==> src/rtl/fir_output_requant.sv <==
// Requantizer for FIR accumulator results: round-half-up, shift, saturate, then buffer in a show-ahead FIFO.
// Optional saturation event counter enabled by defining FIR_REQUANT_SAT_COUNT_EN.
module fir_output_requant #(
   parameter int ACC_WIDTH  = 40,
   parameter int OUT_WIDTH  = 16,
   parameter int SHIFT      = 15,
   parameter int FIFO_DEPTH = 4
) (
   input  logic                          clk,
   input  logic                          rst,
   input  logic [ACC_WIDTH-1:0]          acc_in,
   input  logic                          acc_in_valid,
   output logic [OUT_WIDTH-1:0]          data_out,
   output logic                          data_out_valid,
   input  logic                          data_out_ready,
   output logic [$clog2(FIFO_DEPTH):0]   fifo_level,
   output logic                          sat_pulse,
   output logic                          overflow
`ifdef FIR_REQUANT_SAT_COUNT_EN
   ,
   input  logic                          sat_count_clr,
   output logic [15:0]                   sat_count
`endif
);

   localparam int PTR_W = $clog2(FIFO_DEPTH);
   localparam int LVL_W = PTR_W + 1;
   localparam int RW    = ACC_WIDTH + 1;

   localparam logic signed [RW-1:0] RND   = RW'(1) << (SHIFT - 1);
   localparam logic signed [RW-1:0] MAX_V = {{(RW-OUT_WIDTH+1){1'b0}}, {(OUT_WIDTH-1){1'b1}}};
   localparam logic signed [RW-1:0] MIN_V = ~MAX_V;

   logic                 s1_valid_q, s1_valid_d;
   logic signed [RW-1:0] s1_r_q, s1_r_d;
   logic                 sat_pulse_q, sat_pulse_d;
   logic                 overflow_q, overflow_d;
   logic [PTR_W-1:0]     wr_ptr_q, wr_ptr_d;
   logic [PTR_W-1:0]     rd_ptr_q, rd_ptr_d;
   logic [LVL_W-1:0]     level_q, level_d;
   logic [OUT_WIDTH-1:0] mem_q [FIFO_DEPTH];
   logic [OUT_WIDTH-1:0] mem_d [FIFO_DEPTH];

   logic signed [RW-1:0] sum;
   logic                 sat_hi, sat_lo;
   logic [OUT_WIDTH-1:0] clamped;
   logic                 empty, full, push, pop, push_ok;

   always_comb begin
      // one extra bit of headroom keeps the rounding add from wrapping at +max
      sum        = $signed({acc_in[ACC_WIDTH-1], acc_in}) + RND;
      s1_r_d     = sum >>> SHIFT;
      s1_valid_d = acc_in_valid;

      sat_hi  = s1_r_q > MAX_V;
      sat_lo  = s1_r_q < MIN_V;
      clamped = s1_r_q[OUT_WIDTH-1:0];
      if (sat_hi) begin
         clamped = {1'b0, {(OUT_WIDTH-1){1'b1}}};
      end else if (sat_lo) begin
         clamped = {1'b1, {(OUT_WIDTH-1){1'b0}}};
      end

      empty   = (level_q == '0);
      full    = (level_q == LVL_W'(FIFO_DEPTH));
      push    = s1_valid_q;
      pop     = !empty && data_out_ready;
      // at full a simultaneous pop frees the slot the write pointer lands on
      push_ok = push && (!full || pop);

      mem_d = mem_q;
      if (push_ok) begin
         mem_d[wr_ptr_q] = clamped;
      end
      wr_ptr_d    = wr_ptr_q + PTR_W'(push_ok);
      rd_ptr_d    = rd_ptr_q + PTR_W'(pop);
      level_d     = level_q + LVL_W'(push_ok) - LVL_W'(pop);
      overflow_d  = overflow_q | (push && full && !pop);
      sat_pulse_d = push && (sat_hi || sat_lo);
   end

   always_ff @(posedge clk) begin
      if (rst) begin
         s1_valid_q  <= 1'b0;
         s1_r_q      <= '0;
         sat_pulse_q <= 1'b0;
         overflow_q  <= 1'b0;
         wr_ptr_q    <= '0;
         rd_ptr_q    <= '0;
         level_q     <= '0;
         for (int i = 0; i < FIFO_DEPTH; i++) begin
            mem_q[i] <= '0;
         end
      end else begin
         s1_valid_q  <= s1_valid_d;
         s1_r_q      <= s1_r_d;
         sat_pulse_q <= sat_pulse_d;
         overflow_q  <= overflow_d;
         wr_ptr_q    <= wr_ptr_d;
         rd_ptr_q    <= rd_ptr_d;
         level_q     <= level_d;
         mem_q       <= mem_d;
      end
   end

   assign data_out_valid = !empty;
   assign data_out       = empty ? '0 : mem_q[rd_ptr_q];
   assign fifo_level     = level_q;
   assign sat_pulse      = sat_pulse_q;
   assign overflow       = overflow_q;

`ifdef FIR_REQUANT_SAT_COUNT_EN
   logic [15:0] sat_count_q, sat_count_d;

   always_comb begin
      sat_count_d = sat_count_q;
      if (sat_count_clr) begin
         sat_count_d = '0;
      end else if (sat_pulse_q && (sat_count_q != 16'hFFFF)) begin
         sat_count_d = sat_count_q + 16'd1;
      end
   end

   always_ff @(posedge clk) begin
      if (rst) begin
         sat_count_q <= '0;
      end else begin
         sat_count_q <= sat_count_d;
      end
   end

   assign sat_count = sat_count_q;
`endif

endmodule

==> config.mk <==
export PLATFORM = sky130hd
export DESIGN_NAME = fir_output_requant
export DESIGN_NICKNAME = d
export VERILOG_FILES = /design/src/rtl/fir_output_requant.sv
export SDC_FILE = /design/constraint.sdc
export NUM_CORES = 1
export LEC_CHECK = 0
export CAP_MARGIN = 40
export CORE_AREA = 2 2 93 95
export CTS_CLUSTER_SIZE = 14
export DETAILED_ROUTE_END_ITERATION = 16
export DIE_AREA = 0 0 95 97
export PLACE_DENSITY = 0.79
export SLEW_MARGIN = 20
export SYNTH_ARGS = -nofsm -noshare
export SYNTH_HDL_FRONTEND = slang
export SYNTH_SLANG_ARGS = --single-unit
==> constraint.sdc <==
create_clock -name clk -period 6.6 [get_ports clk]
set_input_delay 1.98 -clock clk [delete_from_list [all_inputs] [get_ports clk]]
set_output_delay 1.98 -clock clk [all_outputs]
set_load 0.005 [all_outputs]
==> metrics, run 1 <==
Clk network pwr share 25.9%; synthesized flop and latch total 100; post-DP HPWL 6.72 mm; Port Buf Inserts 51; Iter 0 DRT Violations 172; cells after synthesis 457; CP endpoint kind output port; dpl cells 597; Hold Crit Class reg2reg; Clock Sinks 100; Slew Viols, Final 0; Post-Route WL 9.97 mm; # IOs 66; syn avg cell area 9.70 sq um; ranking of synthesized cells by area dfxtp_1 45%, a211oi_1 8.5%, mux4_2 8.1%; Bufs on Longest Clock Path 2; largest net degree at the start of global routing 49; YS warnings 0; Layout Cells excl Fill 614; vias per cell 5.71; FF-to-FF End mem_q[36]; Setup crit start kind flop; Hold Startpoint overflow; Netlist Area Pre-Place 0.00443 sq mm; WL per Instance 16.2 um; vias in the first global route 3,496; Relative slew margins 44.5%; DR pass1 iterations 5; WHS Path Cells 2; Root Buffer clkbuf_8; Power Internal 1.01 mW; WP data arrival 2340 ps; CP max FO 10; sequential share of power 47.7%; CP Class reg2out; Sw Share 29.6%; hold-fix buffers at CTS 0; power density over the cells 272 mW/mm^2; fmax 0.232 GHz; register-to-register setup slack 4200 ps; starting density of the core 54.5%; post-route clock period utilization 65.4%; total grt overflow 0; worst reg2reg path startpoint fifo_level[1]; asr flop ratio synth 0%; Main synth FF type dfxtp_1; area of the multi-input gates 0.00228 sq mm; Syn-to-layout area delta 18.5%; cell area after layout 0.00525 sq mm; number of synthesized flops with an enable pin 0; # rows 33; die height 97 um; die width 95 um; routed vias 3,505; H-tree depth 3; ANT cells 0; Setup Buffers After CTS 0; Worst Skew 12.6 ps; first-pass GRT wire length 16.8 mm; max-cap violation count 0; CTS resizes 0; Synth area leader dfxtp_1; CTS tree done; Skew-Pair Late Insertion Delay 370 ps; Logic pwr share 26.4%; worst hold path endpoint overflow; status finished clean; ratio of cells with drive above 1 in the final layout 13.6%; fillcell total 675; GPL Wtd Cong 0.827; nets@finish 554; Critical Path RT 4620 ps; drt drc 0; final hold vios 0; Setup Viol. Count Final 0; RSZ-0062 raised after global routing no; TritonCTS Buffers 9; gr usage total 23.3%; Net Switching 423 uW; P_leak 1.76 nW; register area 0.00200 sq mm; VDD IR-drop max 163 uV; total core area 0.00813 sq mm; sequential area share after synthesis 45.2%; antenna-violating nets left 0; minimum clock period 4320 ps; post-synth top area share 45.2%; clock transition at the registers of the reported paths 90 ps; initial antenna violation count 0; FF-to-FF path depth 4; die area 0.00922 sq mm; Post-Syn Nets 507; cell area after placement 0.00505 sq mm; actual slew at the worst max-slew pin 832 ps; post-synthesis cell type count 46; setup tns final 0 ps
[cell type report]
type                       count  area share (%)
clock buffer                  11            2.88
clock inverter                 5           0.667
inverter                       7           0.500
multi-input combinational    323            43.5
sequential                   100            38.1
tap                          105            2.50
timing repair buffer          63            11.9
[cell usage after synthesis (all sizes together) (4+ instances only)]
cell	number
nor2	89
nor3	6
o31ai	5
inv	7
nand3	10
xnor2	11
nand2	23
or3	5
buf	9
or4	4
xor2	4
o21ai	5
ha	5
a21oi	11
nor2b	27
nor4	5
dfxtp	100
clkbuf	18
mux2i	5
mux4	16
a211oi	60
nand4	9
[sequential cells by signal (all words and copies together), names as in the netlist]
name        count
wr_ptr_q        2
mem_q          64
s1_r_q         26
rd_ptr_q        2
push            1
overflow        1
sat_pulse       1
fifo_level      3
[worst max-delay path, stage by stage (launching register included)]
cell	delay [ps]
dfxtp_1	490
buf_8	220
buf_4	190
mux4_2	490
nor2b_1	140
clkdlybuf4s50_1	440
[layout by cell type (no fill, tap or decap), types with 2 or more instances in the layout]
cell type / n
xnor2_1: 11
nor4_1: 5
or3_1: 4
nor2_1: 89
a21oi_1: 11
mux2_2: 3
nand4_1: 8
a211oi_1: 50
clkinv_2: 2
clkdlybuf4s50_1: 50
or2_2: 2
o31ai_1: 5
or4_1: 3
dfxtp_1: 100
nand2_1: 23
inv_1: 7
a211oi_2: 10
mux4_2: 16
clkbuf_8: 11
nor2b_1: 26
nand3_1: 10
nor4b_2: 2
mux2i_1: 5
ha_1: 5
and3_1: 2
buf_4: 9
and2_1: 2
nor3_1: 5
o21ai_0: 5
xor2_1: 4
buf_8: 2
[cells by family after synthesis]
| group | after synthesis | share of synthesized area [%] |
|---|---|---|
| compound gates | 82 | 14.1 |
| xor+xnor | 15 | 2.96 |
| fa+ha+maj | 6 | 1.86 |
| buf+inv | 34 | 3.39 |
| flops | 100 | 45.2 |
| mux | 24 | 10.0 |
| simple gates | 196 | 22.5 |
[how the worst max path moves through the flow]
stage	from	to	slack, ps	cells past startpoint
2_1_floorplan	data_out_ready	fifo_level[2]	2800	10
3_3_place_gp	data_out_ready	mem_q[42]	2260	5
3_5_place_dp	data_out_ready	fifo_level[2]	2230	11
4_1_cts	rd_ptr_q[0]	data_out[8]	2260	5
5_1_grt	rd_ptr_q[0]	data_out[8]	2170	5
6_report	rd_ptr_q[0]	data_out[8]	2280	5
[layer usage]
| layer | vias to the layer above | routed length (um) | GRT usage [%] |
|---|---|---|---|
| met1 | 1680 | 4330 | 30.4 |
| met3 | 11 | 395 | 4.28 |
| met4 | 0 | 129 | 8.36 |
| met5 | - | 0 | 0 |
| li1 | 1732 | - | - |
| met2 | 82 | 5120 | 38.4 |
[power by group through the flow]
stage / combinational, mW / clock [mW] / sequential [mW]
global route: 0.418 / 0.398 / 0.689
detailed placement: 0.371 / 0 / 0.703
finish: 0.377 / 0.370 / 0.682
global placement: 0.330 / 0 / 0.714
CTS: 0.372 / 0.373 / 0.689
floorplan: 0.229 / 0 / 0.682
[metrics by stage]
stage	util (%)	setup slack (ps)	hold WS (ps)	power (mW)
6_report	64.6	2280	494	1.43
5_1_grt	64.6	2170	525	1.50
4_1_cts	64.4	2260	500	1.43
3_5_place_dp	62.1	2230	473	1.07
3_3_place_gp	61.6	2260	454	1.04
2_1_floorplan	-	2800	455	0.911
(Power assumes the default switching activity.)
==> run 2, diff against run 1 <==
--- a/config.mk
+++ b/config.mk
@@ -6,11 +6,11 @@
 export NUM_CORES = 1
 export LEC_CHECK = 0
 export CAP_MARGIN = 40
-export CORE_AREA = 2 2 93 95
+export CORE_AREA = 2 2 99 101
 export CTS_CLUSTER_SIZE = 14
 export DETAILED_ROUTE_END_ITERATION = 16
-export DIE_AREA = 0 0 95 97
-export PLACE_DENSITY = 0.79
+export DIE_AREA = 0 0 101 103
+export PLACE_DENSITY = 0.73
 export SLEW_MARGIN = 20
 export SYNTH_ARGS = -nofsm -noshare
 export SYNTH_HDL_FRONTEND = slang
==> constraint.sdc (replaced) <==
create_clock -name clk -period 3.83 [get_ports clk]
set_input_delay 1.149 -clock clk [delete_from_list [all_inputs] [get_ports clk]]
set_output_delay 1.149 -clock clk [all_outputs]
set_load 0.005 [all_outputs]
==> metrics, run 2 (synthesis gave the netlist of run 1 again) <==
status finished clean; RSZ-0062 raised after global routing no; fillcell total 885 (+31%); Largest register FFs 64 (unchanged); TritonCTS Buffers 9 (unchanged); initial antenna violation count 0 (unchanged); Slew Viols, Final 0 (unchanged); die width 101 um (+6.3%); # rows 36 (+9.1%); clock transition at the registers of the reported paths 90 ps (about the same); most frequent cells in the layout 100 x dfxtp_1, 89 x nor2_1, 50 x a211oi_1, 50 x clkdlybuf4s50_1, 26 x nor2b_1; starting density of the core 46.9% (-7.6 points); die height 103 um (+6.2%); FF-to-FF path depth 10 (+6); Worst Skew 12.8 ps (+0.242 ps); actual slew at the worst max-slew pin 678 ps (-154 ps); register-to-register setup slack 1490 ps (-2710 ps); vias per cell 5.60 (-1.9%); first-pass GRT wire length 16.6 mm (-1.2%); Critical Path RT 2680 ps (-1940 ps); FF-to-FF End fifo_level[2]; WL per Instance 16.0 um (-1.4%); antenna-violating nets left 0 (unchanged); routed vias 3,512 (+0.20%); largest register by flop count mem_q; CTS resizes 0 (unchanged); Post-Route WL 10.0 mm (+0.65%); WP data arrival 2140 ps (-200 ps); Iter 0 DRT Violations 150 (-13%); setup tns final 0 ps (unchanged); CP endpoint kind output port; Hold Crit Class reg2reg; post-DP HPWL 7.08 mm (+5.3%); H-tree depth 3 (unchanged); post-route clock period utilization 85.8%; gr usage total 20.6% (-2.7 points); vias in the first global route 3,424 (-2.1%); register area 0.00200 sq mm (unchanged); largest net degree at the start of global routing 55 (+12%); CP max FO 10 (unchanged); CTS tree done; DR pass1 iterations 4 (-1); Pwr Total 2.50 mW (+75%); commonest non-fill, non-tap cell in the layout dfxtp_1; GPL Wtd Cong 0.803 (-3.0%); area of the multi-input gates 0.00228 sq mm (unchanged); Root Buffer clkbuf_8; Bufs on Longest Clock Path 2 (unchanged); drt drc 0 (unchanged); worst hold path endpoint mem_q[19]; ANT cells 0 (unchanged); dpl cells 611 (+2.3%); max-cap violation count 0 (unchanged); Setup crit start kind flop; Relative slew margins 54.6% (+10 points); minimum clock period 3290 ps; Port Buf Inserts 51 (unchanged); ratio of cells with drive above 1 in the final layout 14.0% (+0.48 points); worst reg2reg path startpoint fifo_level[1]; Syn-to-layout area delta 19.8%; total grt overflow 0 (unchanged); Setup Viol. Count Final 0 (unchanged); CP Class reg2out; Setup Buffers After CTS 0 (unchanged); die area 0.0104 sq mm (+13%); Clock Sinks 100 (unchanged); WHS Path Cells 2 (unchanged); Skew-Pair Late Insertion Delay 370 ps (about the same); hold-fix buffers at CTS 0 (unchanged); P_leak 1.78 nW (+1.4%); power density over the cells 470 mW/mm^2 (+73%); VDD IR-drop max 437 uV (+170%); nets@finish 558 (+0.72%); Layout Cells excl Fill 627 (+2.1%); total core area 0.00946 sq mm (+16%); # IOs 66 (unchanged); fmax 0.304 GHz; Hold Startpoint mem_q[19]; final hold vios 0 (unchanged)
run 2: final cells by class:
class	instances	share of cell area, %
multi-input combinational	323	43.0
clock buffer	11	2.66
clock inverter	5	1.13
tap	114	2.69
timing repair buffer	67	12.3
inverter	7	0.495
sequential	100	37.7
run 2: per-layer routing:
| metal | track usage [%] | part of all wire (%) | vias to the layer above |
|---|---|---|---|
| li1 | - | - | 1740 |
| met1 | 26.4 | 45 | 1689 |
| met2 | 34.8 | 50 | 78 |
| met3 | 3.59 | 4.0 | 5 |
| met4 | 7.90 | 0.82 | 0 |
| met5 | 0 | 0 | - |
run 2: worst max-delay path, stage by stage (launching register included):
cell             delay (ps)
dfxtp_1                 390
buf_4                   260
mux4_2                  530
nor2b_1                 140
clkdlybuf4s50_1         440
run 2: worst max-delay path by stage:
stage / startpoint / end / slack, ps / cells after the start
after floorplan: data_out_ready / fifo_level[2] / 860 / 10
after global placement: data_out_ready / fifo_level[2] / 330 / 11
after detailed placement: data_out_ready / fifo_level[2] / 300 / 11
after CTS: rd_ptr_q[0] / data_out[10] / 500 / 4
after global routing: rd_ptr_q[0] / data_out[3] / 430 / 4
final: rd_ptr_q[0] / data_out[7] / 540 / 4
run 2: per-stage QoR:
stage          util, %  setup slack (ps)  cell area, sq um  hold slack [ps]
6_report          56.1               544              5310              499
4_1_cts           56.1               498              5310              503
5_1_grt           56.1               433              5310              521
3_5_place_dp      54.0               297              5110              484
3_3_place_gp      54.0               334              5110              454
2_1_floorplan        -               860              4430              455
run 2: report_power, final:
group	internal, mW	switching (mW)
Clock	0.323	0.358
Combinational	0.342	0.304
Sequential	1.11	0.0578
